[config.mk]
export PLATFORM = sky130hd
export DESIGN_NAME = rename_stage
export DESIGN_NICKNAME = d
export VERILOG_FILES = /design/src/rtl/types_pkg.sv /design/src/rtl/free_list.sv /design/src/rtl/rename_stage.sv
export SDC_FILE = /design/constraint.sdc
export NUM_CORES = 2
export LEC_CHECK = 0
export BUFFER_PORTS_ARGS = -buffer_cell sky130_fd_sc_hd__buf_2
export CAP_MARGIN = 0
export CORE_MARGIN = 10
export CORE_UTILIZATION = 45
export CTS_CLUSTER_SIZE = 30
export DETAILED_ROUTE_END_ITERATION = 6
export PLACE_DENSITY = 0.69
export RECOVER_POWER = 50
export SETUP_SLACK_MARGIN = 0.2
export SYNTH_ARGS = -nofsm -noshare
export SYNTH_HDL_FRONTEND = slang
export SYNTH_HIERARCHICAL = 1
export SYNTH_SLANG_ARGS = --single-unit
[constraint.sdc]
create_clock -name clk -period 33.5 [get_ports clk]
set_input_delay 6.7 -clock clk [delete_from_list [all_inputs] [get_ports clk]]
set_output_delay 6.7 -clock clk [all_outputs]
set_load 0.01 [all_outputs]
[src/rtl/types_pkg.sv]
// Shared rename types: decode and rename packets, register-file sizing.
package types_pkg;

  localparam int ARCH_REGS = 32;
  localparam int PHYS_REGS = 128;
  localparam int PREG_W    = 7;
  localparam int AREG_W    = 5;
  localparam int FL_DEPTH  = 128;
  localparam int FL_PTR_W  = $clog2(FL_DEPTH) + 1;

  typedef logic [PREG_W-1:0] preg_t;
  typedef logic [AREG_W-1:0] areg_t;

  typedef struct packed {
    logic [31:0] pc;
    logic [6:0]  opcode;
    areg_t       rs1;
    areg_t       rs2;
    areg_t       rd;
    logic        writes_rd;
    logic [31:0] imm;
    logic [2:0]  func3;
    logic [6:0]  func7;
    logic        fu_alu;
    logic        fu_br;
    logic        fu_mem;
  } decode_data;

  typedef struct packed {
    logic [31:0] pc;
    logic [6:0]  opcode;
    areg_t       rd;
    logic        writes_rd;
    logic [31:0] imm;
    logic [2:0]  func3;
    logic [6:0]  func7;
    logic        fu_alu;
    logic        fu_br;
    logic        fu_mem;
    preg_t       pd_new;
    preg_t       pd_old;
    preg_t       ps1;
    preg_t       ps2;
  } rename_data;

  function automatic logic needs_alloc(input decode_data d);
    return d.writes_rd && (d.rd != '0);
  endfunction

endpackage

[src/rtl/free_list.sv]
// Circular physical-register free list with speculative head,
// committed head for recovery, and tail fed by retirement.
module free_list
  import types_pkg::*;
#(
  parameter int DEPTH = FL_DEPTH,
  parameter int INIT  = PHYS_REGS - ARCH_REGS
) (
  input  logic                    clk,
  input  logic                    reset,
  input  logic                    pop,
  input  logic                    push,
  input  logic [PREG_W-1:0]       push_preg,
  input  logic                    commit,
  input  logic                    recover,
  output logic [PREG_W-1:0]       head_preg,
  output logic [$clog2(DEPTH):0]  count
);

  localparam int IW = $clog2(DEPTH);
  localparam int PW = IW + 1;

  logic [PW-1:0] head;
  logic [PW-1:0] commit_head;
  logic [PW-1:0] commit_head_nxt;
  logic [PW-1:0] tail;
  preg_t         mem [DEPTH];

  // recovery must see a commit happening in the same cycle
  assign commit_head_nxt = commit_head + PW'(commit);
  assign head_preg       = mem[head[IW-1:0]];
  assign count           = tail - head;

  always_ff @(posedge clk or posedge reset) begin
    if (reset) begin
      head        <= '0;
      commit_head <= '0;
      tail        <= PW'(INIT);
      for (int i = 0; i < DEPTH; i++)
        mem[i] <= (i < INIT) ? preg_t'(i + ARCH_REGS) : '0;
    end else begin
      if (push) begin
        mem[tail[IW-1:0]] <= push_preg;
        tail              <= tail + PW'(1);
      end
      commit_head <= commit_head_nxt;
      if (recover)
        head <= commit_head_nxt;
      else if (pop)
        head <= head + PW'(1);
    end
  end

  a_no_underflow: assert property (
    @(posedge clk) disable iff (reset)
    pop |-> (count != '0));

  a_no_overflow: assert property (
    @(posedge clk) disable iff (reset)
    (push && !pop) |-> (count != PW'(DEPTH)));

endmodule

[src/rtl/rename_stage.sv]
// Register rename stage: RAT/cRAT mapping plus free-list allocation.
// Define RENAME_STATS_EN to add rename and free-list stall counters.
module rename_stage
  import types_pkg::*;
(
  input  logic              clk,
  input  logic              reset,
  input  logic              valid_in,
  input  decode_data        data_in,
  output logic              ready_in,
  output logic              valid_out,
  output rename_data        data_out,
  input  logic              ready_out,
  input  logic              retire_valid,
  input  logic              retire_we,
  input  logic [AREG_W-1:0] retire_rd,
  input  logic [PREG_W-1:0] retire_pd_new,
  input  logic [PREG_W-1:0] retire_pd_old,
  input  logic              mispredict
`ifdef RENAME_STATS_EN
  ,
  output logic [31:0]       stat_renamed,
  output logic [31:0]       stat_fl_stall
`endif
);

  logic                alloc_need;
  logic                fl_empty;
  logic                accept;
  logic                pop;
  logic                do_retire;
  logic                fl_push;
  logic [PREG_W-1:0]   fl_head_preg;
  logic [FL_PTR_W-1:0] fl_count;
  preg_t               rat      [ARCH_REGS];
  preg_t               crat     [ARCH_REGS];
  preg_t               crat_nxt [ARCH_REGS];
  rename_data          pkt;

  assign alloc_need = needs_alloc(data_in);
  assign fl_empty   = (fl_count == '0);
  assign ready_in   = !mispredict
                   && (!valid_out || ready_out)
                   && (!alloc_need || !fl_empty);
  assign accept     = valid_in && ready_in;
  assign pop        = accept && alloc_need;
  assign do_retire  = retire_valid && retire_we;
  assign fl_push    = do_retire && (retire_pd_old != '0);

  free_list #(
    .DEPTH (FL_DEPTH)
  ) u_fl (
    .clk       (clk),
    .reset     (reset),
    .pop       (pop),
    .push      (fl_push),
    .push_preg (retire_pd_old),
    .commit    (do_retire),
    .recover   (mispredict),
    .head_preg (fl_head_preg),
    .count     (fl_count)
  );

  // committed map including this cycle's retire, used for recovery
  always_comb begin
    crat_nxt = crat;
    if (do_retire && (retire_rd != '0))
      crat_nxt[retire_rd] = retire_pd_new;
  end

  always_comb begin
    pkt           = '0;
    pkt.pc        = data_in.pc;
    pkt.opcode    = data_in.opcode;
    pkt.rd        = data_in.rd;
    pkt.writes_rd = data_in.writes_rd;
    pkt.imm       = data_in.imm;
    pkt.func3     = data_in.func3;
    pkt.func7     = data_in.func7;
    pkt.fu_alu    = data_in.fu_alu;
    pkt.fu_br     = data_in.fu_br;
    pkt.fu_mem    = data_in.fu_mem;
    pkt.ps1       = rat[data_in.rs1];
    pkt.ps2       = rat[data_in.rs2];
    if (alloc_need) begin
      pkt.pd_old = rat[data_in.rd];
      pkt.pd_new = fl_head_preg;
    end
  end

  always_ff @(posedge clk or posedge reset) begin
    if (reset) begin
      for (int i = 0; i < ARCH_REGS; i++)
        rat[i] <= preg_t'(i);
    end else if (mispredict) begin
      rat <= crat_nxt;
    end else if (pop) begin
      rat[data_in.rd] <= fl_head_preg;
    end
  end

  always_ff @(posedge clk or posedge reset) begin
    if (reset) begin
      for (int i = 0; i < ARCH_REGS; i++)
        crat[i] <= preg_t'(i);
    end else begin
      crat <= crat_nxt;
    end
  end

  always_ff @(posedge clk or posedge reset) begin
    if (reset) begin
      valid_out <= 1'b0;
      data_out  <= '0;
    end else if (mispredict) begin
      valid_out <= 1'b0;
    end else if (accept) begin
      valid_out <= 1'b1;
      data_out  <= pkt;
    end else if (ready_out) begin
      valid_out <= 1'b0;
    end
  end

`ifdef RENAME_STATS_EN
  always_ff @(posedge clk or posedge reset) begin
    if (reset) begin
      stat_renamed  <= '0;
      stat_fl_stall <= '0;
    end else begin
      if (accept && (stat_renamed != '1))
        stat_renamed <= stat_renamed + 32'd1;
      if (valid_in && alloc_need && fl_empty && (stat_fl_stall != '1))
        stat_fl_stall <= stat_fl_stall + 32'd1;
    end
  end
`endif

endmodule

# Word-level counts from Yosys, hierarchy flattened
# Index checks and enable logic that the tools add are counted.
[classes]
addsub = 4
bitwise = 7
magnitude_cmp = 9
muxes = 30
n_reduce_logical = 24
[op_table]
columns = ["cell", "n"]
rows = [
  ["896-bit bitwise mux", 1],
  ["224-bit 2-to-1 mux", 3],
  ["224-bit bitwise mux", 2],
  ["7-bit binary-select mux with 5-bit select", 3],
  ["7-bit 2-to-1 mux", 11],
  ["7-bit demux with 5-bit select", 2],
  ["7-bit binary-select mux with 7-bit select", 1],
  ["7-bit demux with 7-bit select", 1],
  ["6-bit >= comparator (second input constant)", 4],
  ["5-bit NOT with 6-bit output", 4],
  ["8-bit by 1-bit adder with 8-bit output (second input constant)", 2],
  ["8-bit >= comparator (second input constant)", 2],
  ["8-bit 2-to-1 mux", 2],
  ["7-bit NOT with 8-bit output", 2],
  ["14-bit 2-to-1 mux", 1],
  ["6-bit by 1-bit less-than comparator with 1-bit output (second input constant)", 2],
  ["1-bit logical AND", 11],
  ["5-bit nonzero test", 2],
  ["8-bit by 1-bit adder with 8-bit output", 1],
  ["8-bit zero test", 1],
  ["8-bit by 1-bit less-than comparator with 1-bit output (second input constant)", 1],
  ["8-bit subtractor", 1],
  ["7-bit nonzero test", 1],
  ["1-bit zero test", 4],
  ["6 further kinds", 9],
]
[word_totals]
regBits = 1487
input_bits = 126
out_inout_bits = 120

# Longest topological paths before layout
[depth]
ltp_word = 9
ltp_mapped = 21
depth_no_buf = 19

# Modules after synthesis
# The synthesis kept the hierarchy.
[by_module_without_submodules]
columns = ["mod", "area_per_inst_um2", "instances", "cells_each", "seq_area_each_um2"]
rows = [
  ["free_list", 42711.0, 1, 2847, 23485.0],
  ["rename_stage", 30105.1, 1, 2204, 14388.8],
]

# Worst setup path before layout
# Ideal clock, no wire load.
[synth_path]
kind = "input to output"
start = "in data_in[47] in the netlist's numbering"
end = "out ready_in"
arrival_time_ps = 7810
t_required_ps = 26800
path_slack_ps = 18990
path_buffers = 2
cell_stages = 5
path_cell_list = "buf_2 nor2_1 a2111oi_4 clkbuf_1 nor2_1"
[synth_between]
elab_chain_cells = 5
[synth_rtl]
columns = ["item", "line_no", "rtl"]
rows = [
  ["start, declared", "rename_stage.sv:9", "input decode_data data_in,"],
  ["5-bit nonzero test", "types_pkg.sv:47", "return d.writes_rd && (d.rd != '0);"],
  ["1-bit logical AND", "types_pkg.sv:47", ""],
  ["1-bit zero test", "rename_stage.sv:44", "&& (!alloc_need || !fl_empty);"],
  ["1-bit logical OR", "rename_stage.sv:44", ""],
  ["1-bit logical AND", "rename_stage.sv:44", ""],
  ["end, declared", "rename_stage.sv:10", "output logic ready_in,"],
]
# Every way passes these cells.

# Final worst setup path
[layout_path]
start = "in mispredict"
end = "out ready_in"
[layout_between]
elab_chain_cells = 3
[layout_rtl]
columns = ["item", "line_no", "rtl"]
rows = [
  ["start, declared", "rename_stage.sv:19", "input logic mispredict"],
  ["1-bit zero test", "rename_stage.sv:42", "assign ready_in = !mispredict"],
  ["1-bit logical AND", "rename_stage.sv:43", "&& (!valid_out || ready_out)"],
  ["1-bit logical AND", "rename_stage.sv:44", ""],
]
# Every way passes these cells.

==> impl_results.md <==
- IO Port Bufs: 245
- Final Hold Fails: 0
- Pwr dens: 66.3 nW/µm²
- Worst skew pair latency: 0.81 ns
- Nets: 5210
- Worst-path maximum fanout: 55
- Post-synth top flop: dfrtp_1
- Vias per cell: 6.51
- CP peak stage delay: 3.04 ns
- Outcome: finished with violations
- 1st-iter DRT viols: 5100
- GRT Resource Usage Total: 23.6%
- Worst-path clk slew: 0.06 ns
- DIE AREA: 178000 µm²
- Layout cells sized above 1: 46.2%
- Violated checks: capacitance limit, slew limit
- Hold Path Class: reg -> reg
- Hpwl dp: 136 mm
- Pins Over Slew Limit: 1674
- Rows: 147
- Critical Path AT: 13.87 ns
- Post-CTS Setup Repair Bufs: 0
- Crit path kind: in -> out
- Synth async-reset ratio: 100%
- Detailed Route WL: 216 mm
- Ports: 246
- Leak Pwr: 0.0350 µW
- GPL Wtd Cong: 0.942
- Data required, critical path: 26.80 ns
- TNS Setup: 0 ns
- Slew @ Worst Pin: 6.22 ns
- Crit start category: input pin
- CTS buffer count: 160
- Pin count of the biggest net entering global routing: 142
- Cell at the root of the clock tree: clkbuf_16
- CP max-delay cell: clkinvlp_2
- Remaining DRCs: 0
- Peak VDD IR: 0.0675 mV
- # setup viols final: 0
- Number of global-route vias before repair: 49500
- Ys Warns: 6
- First-pass GRT wire length: 325 mm
- Overall power: 5360 µW
- Post-synth top cells: mux2_2 (1181), dfrtp_1 (957), dfstp_2 (530)
- Starting Density: 45.3%
- Max cap viols: 23
- Initial antenna violation count: 11
- Seq/Total Area, Yosys: 52.0%
- Post-synth EDFFs: 0
- Final worst path period share: 61.4%
- Synthesized cell area: 72800 µm²
- First-pass DRT Iterations: 6
- CTS Sinks: 1487
- Area Overhead vs Synth: 11.1%
- Ranking of synthesized cells by area: dfrtp_1 (33%), dfstp_2 (19%), mux2_2 (18%), mux4_2 (10%), o311a_1 (2.7%)
- WL/cell: 29.2 µm
- Syn Inst Count: 5051
- Clock Path Buffers: 3
- Fin crit period: 20.57 ns
- Most frequent CP cell: clkbuf_1
- Most common cell in the synthesized netlist: mux2_2
- Resized cells post-CTS: 0
- Die Y: 422 µm
- F_max: 0.0486 GHz
- Slew HR: -317%
- # hold bufs at CTS: 0
- Final ANT Viol Nets: 0
- Yosys reg bits: 1487
- Core ar.: 161000 µm²
- Yosys top cell area share: 32.9%
- RSZ-0062 raised after global routing: false
- Leading area contributor after synthesis: dfrtp_1
- Die width: 422 µm
- GRT overflow: 0
- Clock skew: 0.0312 ns
- Vias: 48000
- Crit. End Element: output port
- CTS tree: yes
- Crit-path cells: clkbuf_1, clkinvlp_2, nand2_1, clkbuf_1, nor2_1, buf_2
- Synth cell types: 71
- Syn_nets: 5189
- H-tree depth: 4
- Avg Synthesized Cell Area: 14.4 µm²
## layout by cell type, fill, tap and decap left out, drive strengths merged, types with 17 or more instances in the layout
cell,synthesis,final
a22o,37,37
a211o,51,51
xnor2,17,17
clkbuf,384,388
nand2,169,169
o31ai,36,36
and4,65,65
bufinv,0,17
o22ai,46,46
a21oi,33,33
o21ai,28,28
a22oi,56,56
a211oi,48,48
nor2b,31,31
mux2,1220,1220
dfrtp,957,957
o221ai,23,23
inv,20,25
nor2,68,68
a221o,160,160
nor3,48,48
mux4,335,335
nand4,26,26
a31oi,19,19
o311a,197,197
buf,110,206
nand3,46,46
mux2i,129,129
clkinv,1,30
dfstp,530,530
## cell type report
class,count,area (µm²)
multi-input cells,3049,32900
inverters,21,82.6
repair buffers,353,1830
fillers,13800,79800
clock inverters,58,827
diodes,5,12.5
clock buffers,241,4710
well taps,2160,2700
flip-flops and latches,1487,37900
## kinds of logic (layout without fill, tap and decap cells)
family | count (synthesis) | count (layout) | synth area share, %
AOI/OAI and AO/OA | 805 | 805 | 9.56
xor gates and xnor gates | 26 | 26 | 0.313
adders and majority gates | 12 | 12 | 0.217
buffers and inverters | 515 | 673 | 3.04
DFF | 1487 | 1487 | 52.0
muxes | 1684 | 1684 | 31.0
other | 0 | 5 | 0
and+or+nand+nor | 522 | 522 | 3.85
## state kept, by name, indices dropped and copies added (netlist names)
name,cells
valid_out,1
u_fl/commit_head,8
u_fl/mem,896
rat,224
u_fl/head,8
data_out,118
u_fl/tail,8
crat,224
## layer usage
| layer | wire [µm] | vias to the layer above | global-route usage [%] |
|---|---|---|---|
| met5 | 18 | - | 0 |
| met2 | 101000 | 2152 | 37.0 |
| met4 | 11200 | 4 | 11.7 |
| met1 | 85900 | 25500 | 30.8 |
| li1 | - | 19800 | - |
| met3 | 17200 | 551 | 5.23 |
## critical path: cells and delay by family
| kind | cells | cell delay, ns |
|---|---|---|
| buffers and inverters | 4 | 6.41 |
| and+or+nand+nor | 2 | 0.67 |
## worst paths after layout
path / endpoint / slack [ns] / cells past startpoint / start
min in group asynchronous: rat[100] / 7.56 / 2 / reset
min: crat[218] / 0.37 / 0 / crat[218]
max in group asynchronous: u_fl/mem[745] / 17.35 / 5 / reset
max: ready_in / 12.93 / 6 / mispredict
max reg2reg: rat[208] / 26.63 / 10 / u_fl/head[0]
min reg2reg: crat[218] / 0.37 / 0 / crat[218]
## per-stage QoR
step           util (%)  setup slack (ns)  instances  hold slack (ns)  area, µm²
4_1_cts            50.5             18.28       7369            0.377      81200
6_report           50.3             12.93       7374            0.371      80900
3_3_place_gp       47.1             18.31       7070            0.360      75600
2_1_floorplan         -              1.54       5051            0.424      72800
5_1_grt            50.3             12.65       7371            0.390      80900
3_5_place_dp       47.1             18.31       7070            0.364      75600
## power breakdown
| part | internal [µW] | switching [µW] |
|---|---|---|
| clock network | 1110 | 750 |
| registers | 2040 | 163 |
| logic | 483 | 817 |
| total | 3630 | 1730 |
Note: power is estimated with default switching activity, not from simulation.
